**src/rtl/mdr_core.sv**
```systemverilog
// mdr_core: iterative signed multiply / divide / square-root engine.
// One result bit is produced per clock. A one-cycle Ready pulse marks completion,
// and Result/Remainder/Error then hold until the next accepted Start, Flush or reset.
module mdr_core #(
    parameter int WORD_LENGTH = 16
) (
    input  logic                       clk,
    input  logic                       reset,
    input  logic                       Start,
    input  logic                       Flush,
    input  logic [1:0]                 Op,
    input  logic [WORD_LENGTH-1:0]     DataX,
    input  logic [WORD_LENGTH-1:0]     DataY,
    output logic [2*WORD_LENGTH-1:0]   Result,
    output logic [WORD_LENGTH-1:0]     Remainder,
    output logic                       Ready,
    output logic                       Busy,
    output logic                       Error
);

    localparam int W  = WORD_LENGTH;
    localparam int CW = $clog2(W + 1);

    localparam logic [1:0] OP_MULT = 2'b00;
    localparam logic [1:0] OP_DIV  = 2'b01;
    localparam logic [1:0] OP_SQRT = 2'b10;

    localparam logic [CW-1:0] CNT_FULL = CW'(W);
    localparam logic [CW-1:0] CNT_HALF = CW'(W / 2);
    localparam logic [CW-1:0] CNT_ONE  = CW'(1);

    typedef enum logic [2:0] {
        S_IDLE = 3'd0,
        S_LOAD = 3'd1,
        S_CALC = 3'd2,
        S_SIGN = 3'd3,
        S_DONE = 3'd4
    } state_t;

    state_t r_state;
    state_t w_next;

    // Working registers. r_q holds X (later its magnitude / quotient / product low half /
    // radicand shifter), r_b holds Y (later |Y| or the developing square root),
    // r_acc is the running upper product half / partial remainder.
    logic [1:0]     r_op;
    logic [W-1:0]   r_q;
    logic [W-1:0]   r_b;
    logic [W-1:0]   r_acc;
    logic [CW-1:0]  r_cnt;
    logic           r_neg;
    logic           r_xneg;

    logic           w_err;
    logic [W-1:0]   w_absx;
    logic [W-1:0]   w_absy;
    logic [W:0]     w_mul_sum;
    logic [W:0]     w_div_shift;
    logic           w_div_ok;
    logic [W-1:0]   w_div_sub;
    logic [W+1:0]   w_sq_shift;
    logic [W+1:0]   w_sq_trial;
    logic           w_sq_ok;
    logic [W-1:0]   w_sq_sub;
    logic [2*W-1:0] w_prod;
    logic [2*W-1:0] w_quo;
    logic [2*W-1:0] w_res_fin;
    logic [W-1:0]   w_rem_fin;

    // Operand checks and magnitudes; only meaningful while in LOAD (raw operands in r_q/r_b).
    assign w_err  = (r_op == 2'b11)
                  | ((r_op == OP_DIV)  && (r_b == {W{1'b0}}))
                  | ((r_op == OP_SQRT) && r_q[W-1]);
    assign w_absx = r_q[W-1] ? (-r_q) : r_q;
    assign w_absy = r_b[W-1] ? (-r_b) : r_b;

    // Shift-add multiply step: add multiplicand when the current multiplier bit is set.
    assign w_mul_sum = {1'b0, r_acc} + (r_q[0] ? {1'b0, r_b} : {(W+1){1'b0}});

    // Restoring divide step: bring down the next dividend bit and try to subtract |Y|.
    // The partial remainder is always below |Y|, so the W-bit difference is exact.
    assign w_div_shift = {r_acc, r_q[W-1]};
    assign w_div_ok    = (w_div_shift >= {1'b0, r_b});
    assign w_div_sub   = w_div_shift[W-1:0] - r_b;

    // Digit-by-digit root step: bring down two radicand bits, trial value is 4*root+1.
    assign w_sq_shift = {r_acc, r_q[W-1:W-2]};
    assign w_sq_trial = {r_b, 2'b01};
    assign w_sq_ok    = (w_sq_shift >= w_sq_trial);
    assign w_sq_sub   = w_sq_shift[W-1:0] - w_sq_trial[W-1:0];

    assign w_prod = {r_acc, r_q};
    assign w_quo  = {{W{1'b0}}, r_q};

    // Sign correction applied in SIGN: negate product/quotient, remainder follows dividend.
    always_comb begin
        w_res_fin = {(2*W){1'b0}};
        w_rem_fin = {W{1'b0}};
        case (r_op)
            OP_MULT: begin
                w_res_fin = r_neg ? (-w_prod) : w_prod;
                w_rem_fin = {W{1'b0}};
            end
            OP_DIV: begin
                w_res_fin = r_neg ? (-w_quo) : w_quo;
                w_rem_fin = r_xneg ? (-r_acc) : r_acc;
            end
            OP_SQRT: begin
                w_res_fin = {{W{1'b0}}, r_b};
                w_rem_fin = r_acc;
            end
            default: begin
                w_res_fin = {(2*W){1'b0}};
                w_rem_fin = {W{1'b0}};
            end
        endcase
    end

    // Next-state logic; Flush overrides everything and returns to IDLE.
    always_comb begin
        w_next = r_state;
        if (Flush) begin
            w_next = S_IDLE;
        end else begin
            case (r_state)
                S_IDLE: begin
                    if (Start) w_next = S_LOAD;
                    else       w_next = S_IDLE;
                end
                S_LOAD: begin
                    if (w_err) w_next = S_DONE;
                    else       w_next = S_CALC;
                end
                S_CALC: begin
                    if (r_cnt == CNT_ONE) w_next = S_SIGN;
                    else                  w_next = S_CALC;
                end
                S_SIGN:  w_next = S_DONE;
                S_DONE:  w_next = S_IDLE;
                default: w_next = S_IDLE;
            endcase
        end
    end

    // State register with registered Ready (DONE is entered) and Busy (not IDLE).
    always_ff @(posedge clk or negedge reset) begin
        if (!reset) begin
            r_state <= S_IDLE;
            Ready   <= 1'b0;
            Busy    <= 1'b0;
        end else begin
            r_state <= w_next;
            Ready   <= (w_next == S_DONE);
            Busy    <= (w_next != S_IDLE);
        end
    end

    // Datapath: capture, magnitude/setup, one iteration per cycle, sign fix-up and result hold.
    always_ff @(posedge clk or negedge reset) begin
        if (!reset) begin
            r_op      <= 2'b00;
            r_q       <= {W{1'b0}};
            r_b       <= {W{1'b0}};
            r_acc     <= {W{1'b0}};
            r_cnt     <= {CW{1'b0}};
            r_neg     <= 1'b0;
            r_xneg    <= 1'b0;
            Result    <= {(2*W){1'b0}};
            Remainder <= {W{1'b0}};
            Error     <= 1'b0;
        end else if (Flush) begin
            Result    <= {(2*W){1'b0}};
            Remainder <= {W{1'b0}};
            Error     <= 1'b0;
        end else begin
            case (r_state)
                S_IDLE: begin
                    if (Start) begin
                        r_op      <= Op;
                        r_q       <= DataX;
                        r_b       <= DataY;
                        Result    <= {(2*W){1'b0}};
                        Remainder <= {W{1'b0}};
                        Error     <= 1'b0;
                    end
                end
                S_LOAD: begin
                    r_neg  <= r_q[W-1] ^ r_b[W-1];
                    r_xneg <= r_q[W-1];
                    r_q    <= w_absx;
                    r_b    <= (r_op == OP_SQRT) ? {W{1'b0}} : w_absy;
                    r_acc  <= {W{1'b0}};
                    r_cnt  <= (r_op == OP_SQRT) ? CNT_HALF : CNT_FULL;
                    if (w_err) begin
                        Error     <= 1'b1;
                        Result    <= {(2*W){1'b0}};
                        Remainder <= {W{1'b0}};
                    end
                end
                S_CALC: begin
                    r_cnt <= r_cnt - CNT_ONE;
                    case (r_op)
                        OP_MULT: begin
                            r_acc <= w_mul_sum[W:1];
                            r_q   <= {w_mul_sum[0], r_q[W-1:1]};
                        end
                        OP_DIV: begin
                            r_acc <= w_div_ok ? w_div_sub : w_div_shift[W-1:0];
                            r_q   <= {r_q[W-2:0], w_div_ok};
                        end
                        OP_SQRT: begin
                            r_acc <= w_sq_ok ? w_sq_sub : w_sq_shift[W-1:0];
                            r_q   <= {r_q[W-3:0], 2'b00};
                            r_b   <= {r_b[W-2:0], w_sq_ok};
                        end
                        default: begin
                            r_acc <= r_acc;
                        end
                    endcase
                end
                S_SIGN: begin
                    Result    <= w_res_fin;
                    Remainder <= w_rem_fin;
                end
                S_DONE: begin
                    Result <= Result;
                end
                default: begin
                    Result <= Result;
                end
            endcase
        end
    end

endmodule

```
**config.mk**
```make
export PLATFORM = sky130hd
export DESIGN_NAME = mdr_core
export DESIGN_NICKNAME = d
export VERILOG_FILES = /design/src/rtl/mdr_core.sv
export SDC_FILE = /design/constraint.sdc
export NUM_CORES = 1
export LEC_CHECK = 0
export CAP_MARGIN = 30
export CORE_MARGIN = 5
export CORE_UTILIZATION = 50
export CTS_CLUSTER_DIAMETER = 40
export DETAILED_ROUTE_END_ITERATION = 10
export GPL_TIMING_DRIVEN = 0
export PLACE_DENSITY_LB_ADDON = 0.08
export SETUP_SLACK_MARGIN = 0.5
export SLEW_MARGIN = 20
export SYNTH_ARGS = -nofsm -noshare
export SYNTH_HDL_FRONTEND = slang
export SYNTH_SLANG_ARGS = --single-unit
```
**constraint.sdc**
```tcl
create_clock -name clk -period 4.3 [get_ports clk]
set_clock_uncertainty 0.05 [all_clocks]
set_input_delay 0.86 -clock clk [delete_from_list [all_inputs] [get_ports clk]]
set_output_delay 0.86 -clock clk [all_outputs]
set_load 0.01 [all_outputs]
```
== Word-level counts from Yosys, hierarchy flattened ==
Index checks and enable logic that the tools add are counted.

* Multiply operators: 0
* Reduce and logical (&&, ||, !) cells: 20
* Mux-type cells: 38
* Add/subtract/negate cells: 9
* Order comparisons: 2
* Bitwise logic cells: 4
* Div/mod/pow operators: 0
* Shift-type cells: 0
* Eq/ne operators: 15

{| class="wikitable"
|+ Operators with widths
! operator !! count
|-
| 16-bit one-hot mux with 3 select lines || 5
|-
| 16-bit two-way mux || 13
|-
| 32-bit one-hot mux with 3 select lines || 2
|-
| 32-bit two-way mux || 5
|-
| 16-bit one-hot mux with 2 select lines || 2
|-
| 16-bit negator || 3
|-
| 16-bit negator with 32-bit output || 1
|-
| 32-bit negator || 1
|-
| 16-bit subtractor || 2
|-
| 18-bit greater-or-equal comparator || 1
|-
| 16-bit by 16-bit adder with 17-bit output || 1
|-
| 17-bit by 16-bit greater-or-equal comparator with 1-bit output || 1
|-
| 16-bit logical NOT || 1
|-
| 3-bit one-hot mux with 4 select lines || 1
|-
| 3-bit AND reduction || 4
|-
| 5-bit one-hot mux with 2 select lines || 1
|-
| 5-bit AND reduction || 2
|-
| 3-bit != test (second input constant) || 3
|-
| 3-bit nonzero test || 3
|-
| 4-bit AND reduction || 2
|-
| 3-bit by 2-bit equality test with 1-bit output (second input constant) || 2
|-
| 3-bit two-way mux || 2
|-
| 2-bit != test (second input constant) || 3
|-
| 5-bit by 1-bit equality test with 1-bit output (second input constant) || 1
|-
| 18 further kinds || 26
|}

* Logic and storage cells: 103
* Bits in writable memories: 0
* ROM bits: 0
* Memories: 0
* Bits in latches: 0
* Flip-flop bits (word level): 111

== Depth between registers and ports, before layout ==
* Depth after elaboration: 8
* Gate-level depth with buffers: 14
* Gate-level depth less buffers: 13

== Worst setup path before layout ==
No wires, ideal clock.

* Path kind: reg-to-reg
* From: register r_q[0]
* To: register r_q[12]
* Setup slack: 0.976 ns
* Stages on the path, launching flop included: 11
* Path buffers: 1
* Arrival time: 3.140 ns
* Cell sequence: dfrtp_1 clkinv_1 clkbuf_1 ha_1 or3b_4 or2_1 or4_4 or3_4 or3_1 a221oi_1 o21ai_0

* Cells in the longest elaborated chain, start to end: 3

{| class="wikitable"
|+ RTL lines
! what !! RTL line !! source
|-
| start: declaration || 47 || <nowiki>logic [W-1:0] r_q;</nowiki>
|-
| start signal: assignment || 162 || <nowiki>r_q <= {W{1'b0}};</nowiki>
|-
| start signal: assignment || 180 || <nowiki>r_q <= DataX;</nowiki>
|-
| start signal: assignment || 190 || <nowiki>r_q <= w_absx;</nowiki>
|-
| 16-bit negator || 74 || <nowiki>assign w_absx = r_q[W-1] ? (-r_q) : r_q;</nowiki>
|-
| 16-bit two-way mux || 74 ||
|-
| 16-bit one-hot mux with 3 select lines || 176 || <nowiki>case (r_state)</nowiki>
|}

Every way passes these cells. The select of a mux whose other input is x is not followed.
A chain may end at the register's enable or synchronous reset.

== Worst setup path after layout ==
Same ends and word-level chain as after synthesis.

==> impl_metrics.tcl <==
set metrics [dict create \
    crit_required_ns 4.47 \
    die_height_um 148 \
    seq_area_frac_synth 0.294 \
    drtIter0Drc 1173 \
    max_cap_violations 0 \
    internal_power_mw 3.13 \
    fin_hold_ws_ns 0.362 \
    switching_share 0.505 \
    crit_start "r_q[0]$_DFFE_PN0P_" \
    worstMarginPinSlew_ns 0.982 \
    dpl.hpwl_mm 25.3 \
    final_cell_mix "nor2_1, o21ai_0, dfrtp_1" \
    ys_types 75 \
    detail_route.wl_per_cell_um 22.0 \
    cts_buffer_depth 2 \
    synth_edf_count 0 \
    crit_arrival_ns 3.91 \
    status "completed" \
    grt_pass1_wl_mm 51.0 \
    yosys-top-cells-area "dfrtp_1, ha_1, xnor2_1" \
    nNetsFinal 1358 \
    clock.fmax_mhz 268 \
    routabilityCongestion 0.986 \
    grt_pass1_vias 9219 \
    ys.flop_type "dfrtp_1" \
    avgSynthCellArea_um2 8.22 \
    fillers 1801 \
    syn_area_um2 9460 \
    r2r-end "r_q[12]$_DFFE_PN0P_" \
    relSlewSlack 0.341 \
    criticalPathCategory "reg2reg" \
    hold_violations 0 \
    vias 9627 \
    clk_pin_slew_worst_paths_ns 0.08 \
    io_pins 89 \
    ys_ff_latch 111 \
    multiInputGateArea_um2 6240 \
    clock_latency_ns 0.37 \
    register_area_um2 2780 \
    grt-ovfl-total 0 \
    routed_via_density 6.44 \
    port_buffers 87 \
    ctsRootBufferMaster "clkbuf_16" \
    setup_viol 0 \
    synth_top_cell_area_share 0.294 \
    grtUsageTotal 0.295 \
    peakVddDrop_uv 290 \
    cts_hold_buffers 0 \
    cp-start-kind "register" \
    netlist_instances 1151 \
    antenna_found_initial 0 \
    grt_max_degree 64 \
    h-tree-depth 3 \
    period_minus_slack_ns 3.73 \
    cts_tree "yes" \
    cp-end-kind "register" \
    drc 0 \
    synth_top_cell_by_area "dfrtp_1" \
    coreArea_um2 18600 \
    synth_warnings 0 \
    numCtsBuffers 9 \
    p_seq_frac 0.242 \
    p_per_area_nw_per_um2 573 \
    drive_gt1_frac 0.0579 \
    start_util 0.507 \
    dieArea_um2 21800 \
    post-route-util 0.592 \
    p_comb_frac 0.623 \
    p_leak_nw 4.62 \
    switching_power_mw 3.20 \
    drtAntennaViolNets 0 \
    die_w_um 148 \
    rows 50 \
    min_path_type "in2async" \
    drv_slew 0 \
    cp_max_fo 10 \
    cts_sinks 111 \
    synth_fp_nets 1253 \
    r2r_slack_ns 0.57 \
    antennaDiodeCount 0 \
    first_pass_iters 6 \
    endpoint "r_q[12]$_DFFE_PN0P_" \
    area_growth_pct 16.8 \
    final_common_cell "nor2_1" \
    clockPowerShare 0.135 \
    fin_crit_sh 0.868 \
    r2r.worst_path.cells 10 \
    routed_wl_mm 32.8 \
    synthArstFlopShare 1.00 \
    rr_startpoint "r_q[0]$_DFFE_PN0P_" \
    rsz0062_at_grt "no" \
]
==> cells by family after synthesis <==
kind of cell / Yosys count / share of synthesized area
AOI/OAI and AO/OA: 413 / 0.297
and+or+nand+nor: 327 / 0.165
DFF: 111 / 0.294
adders and majority gates: 64 / 0.0863
xor gates and xnor gates: 82 / 0.0759
buffers and inverters: 127 / 0.0524
muxes: 27 / 0.0296
==> what timing repair did <==
item | 4_1_cts | 5_1_grt
setup buffers | 0 | 4
pin swaps | 0 | 1
resized for setup | 8 | 14
endpoints found under the hold margin | 0 | 0
setup endpoints to repair | 53 | 51
==> layer usage <==
metal | global-route usage | up-vias | part of all wire
li1 | - | 4505 | -
met4 | 0.0755 | 0 | 0.022
met5 | 0 | - | 0
met2 | 0.452 | 461 | 0.43
met1 | 0.421 | 4607 | 0.44
met3 | 0.0717 | 54 | 0.10
==> registers in the layout, summed over array words and instances, names as in the netlist <==
| register | cells |
|---|---|
| r_neg | 1 |
| Busy | 1 |
| r_cnt | 5 |
| Error | 1 |
| Ready | 1 |
| Remainder | 16 |
| r_acc | 16 |
| r_b | 16 |
| Result | 32 |
| r_state | 3 |
| r_xneg | 1 |
| r_q | 16 |
| r_op | 2 |
==> power groups by stage <==
stage / combinational (mW) / clock, mW / sequential (mW)
2_1_floorplan: 2.83 / 0 / 1.41
3_3_place_gp: 3.76 / 0 / 1.52
3_5_place_dp: 3.78 / 0 / 1.52
4_1_cts: 3.81 / 0.857 / 1.50
5_1_grt: 4.27 / 0.901 / 1.55
6_report: 3.94 / 0.855 / 1.53
==> Yosys cell counts, types with 6 or more instances <==
cell	count
nor2_1	122
o21ai_0	117
dfrtp_1	111
clkbuf_1	78
nand2_1	74
xnor2_1	67
a21oi_1	65
ha_1	62
a22oi_1	39
inv_1	38
o2bb2ai_1	31
nor3_1	27
a221oi_1	22
mux2i_1	19
nand3_1	17
a222oi_1	16
or3_1	16
a21o_1	15
a221o_1	15
xor2_1	15
a31oi_1	14
nor2b_1	11
o31ai_1	11
a211oi_1	10
o21a_1	10
nand4_1	9
mux2_2	8
nand2b_1	8
nor4_1	8
a22o_1	6
o211ai_1	6
==> critical path, cell delays in order (launching register included) <==
cell      delay (ns)
dfrtp_1         0.48
clkinv_2        0.18
buf_2           0.31
ha_1            0.29
or3b_4          0.43
or2_1           0.31
or4_4           0.47
or3_4           0.37
or3_1           0.33
a221oi_1        0.24
o21ai_0         0.12
==> worst min-delay path by stage <==
stage                            from                     end  slack (ns)  depth (start not counted)
2_1_floorplan    r_cnt[4]$_DFFE_PN0P_    r_cnt[4]$_DFFE_PN0P_        0.44                          1
3_3_place_gp   Result[14]$_DFFE_PN0P_  Result[14]$_DFFE_PN0P_        0.42                          1
3_5_place_dp    Result[8]$_DFFE_PN0P_   Result[8]$_DFFE_PN0P_        0.42                          1
4_1_cts                         reset  Result[23]$_DFFE_PN0P_        0.38                          1
5_1_grt                         reset     r_q[12]$_DFFE_PN0P_        0.40                          1
6_report                        reset     r_q[12]$_DFFE_PN0P_        0.36                          1
==> cell type report <==
cell class,count,share of cell area
sequential,111,0.251
timing repair buffer,94,0.0853
clock inverter,7,0.00510
multi-input combinational,913,0.565
clock buffer,9,0.0204
tap,234,0.0265
buffer,88,0.0324
inverter,39,0.0137
==> through the flow <==
| stage | total power, mW | instances | instance area, µm² | setup TNS, ns | setup slack, ns |
|---|---|---|---|---|---|
| after floorplan | 4.24 | 1151 | 9460 | 0 | 0.976 |
| after global placement | 5.28 | 1472 | 10600 | -229.50 | -2.08 |
| after detailed placement | 5.30 | 1474 | 10700 | -0.0281 | -0.0203 |
| after CTS | 6.17 | 1490 | 11000 | 0 | 0.340 |
| after global routing | 6.72 | 1495 | 11000 | 0 | 0.470 |
| final | 6.33 | 1495 | 11000 | 0 | 0.568 |
No activity file was read; power rests on OpenSTA's default activity.
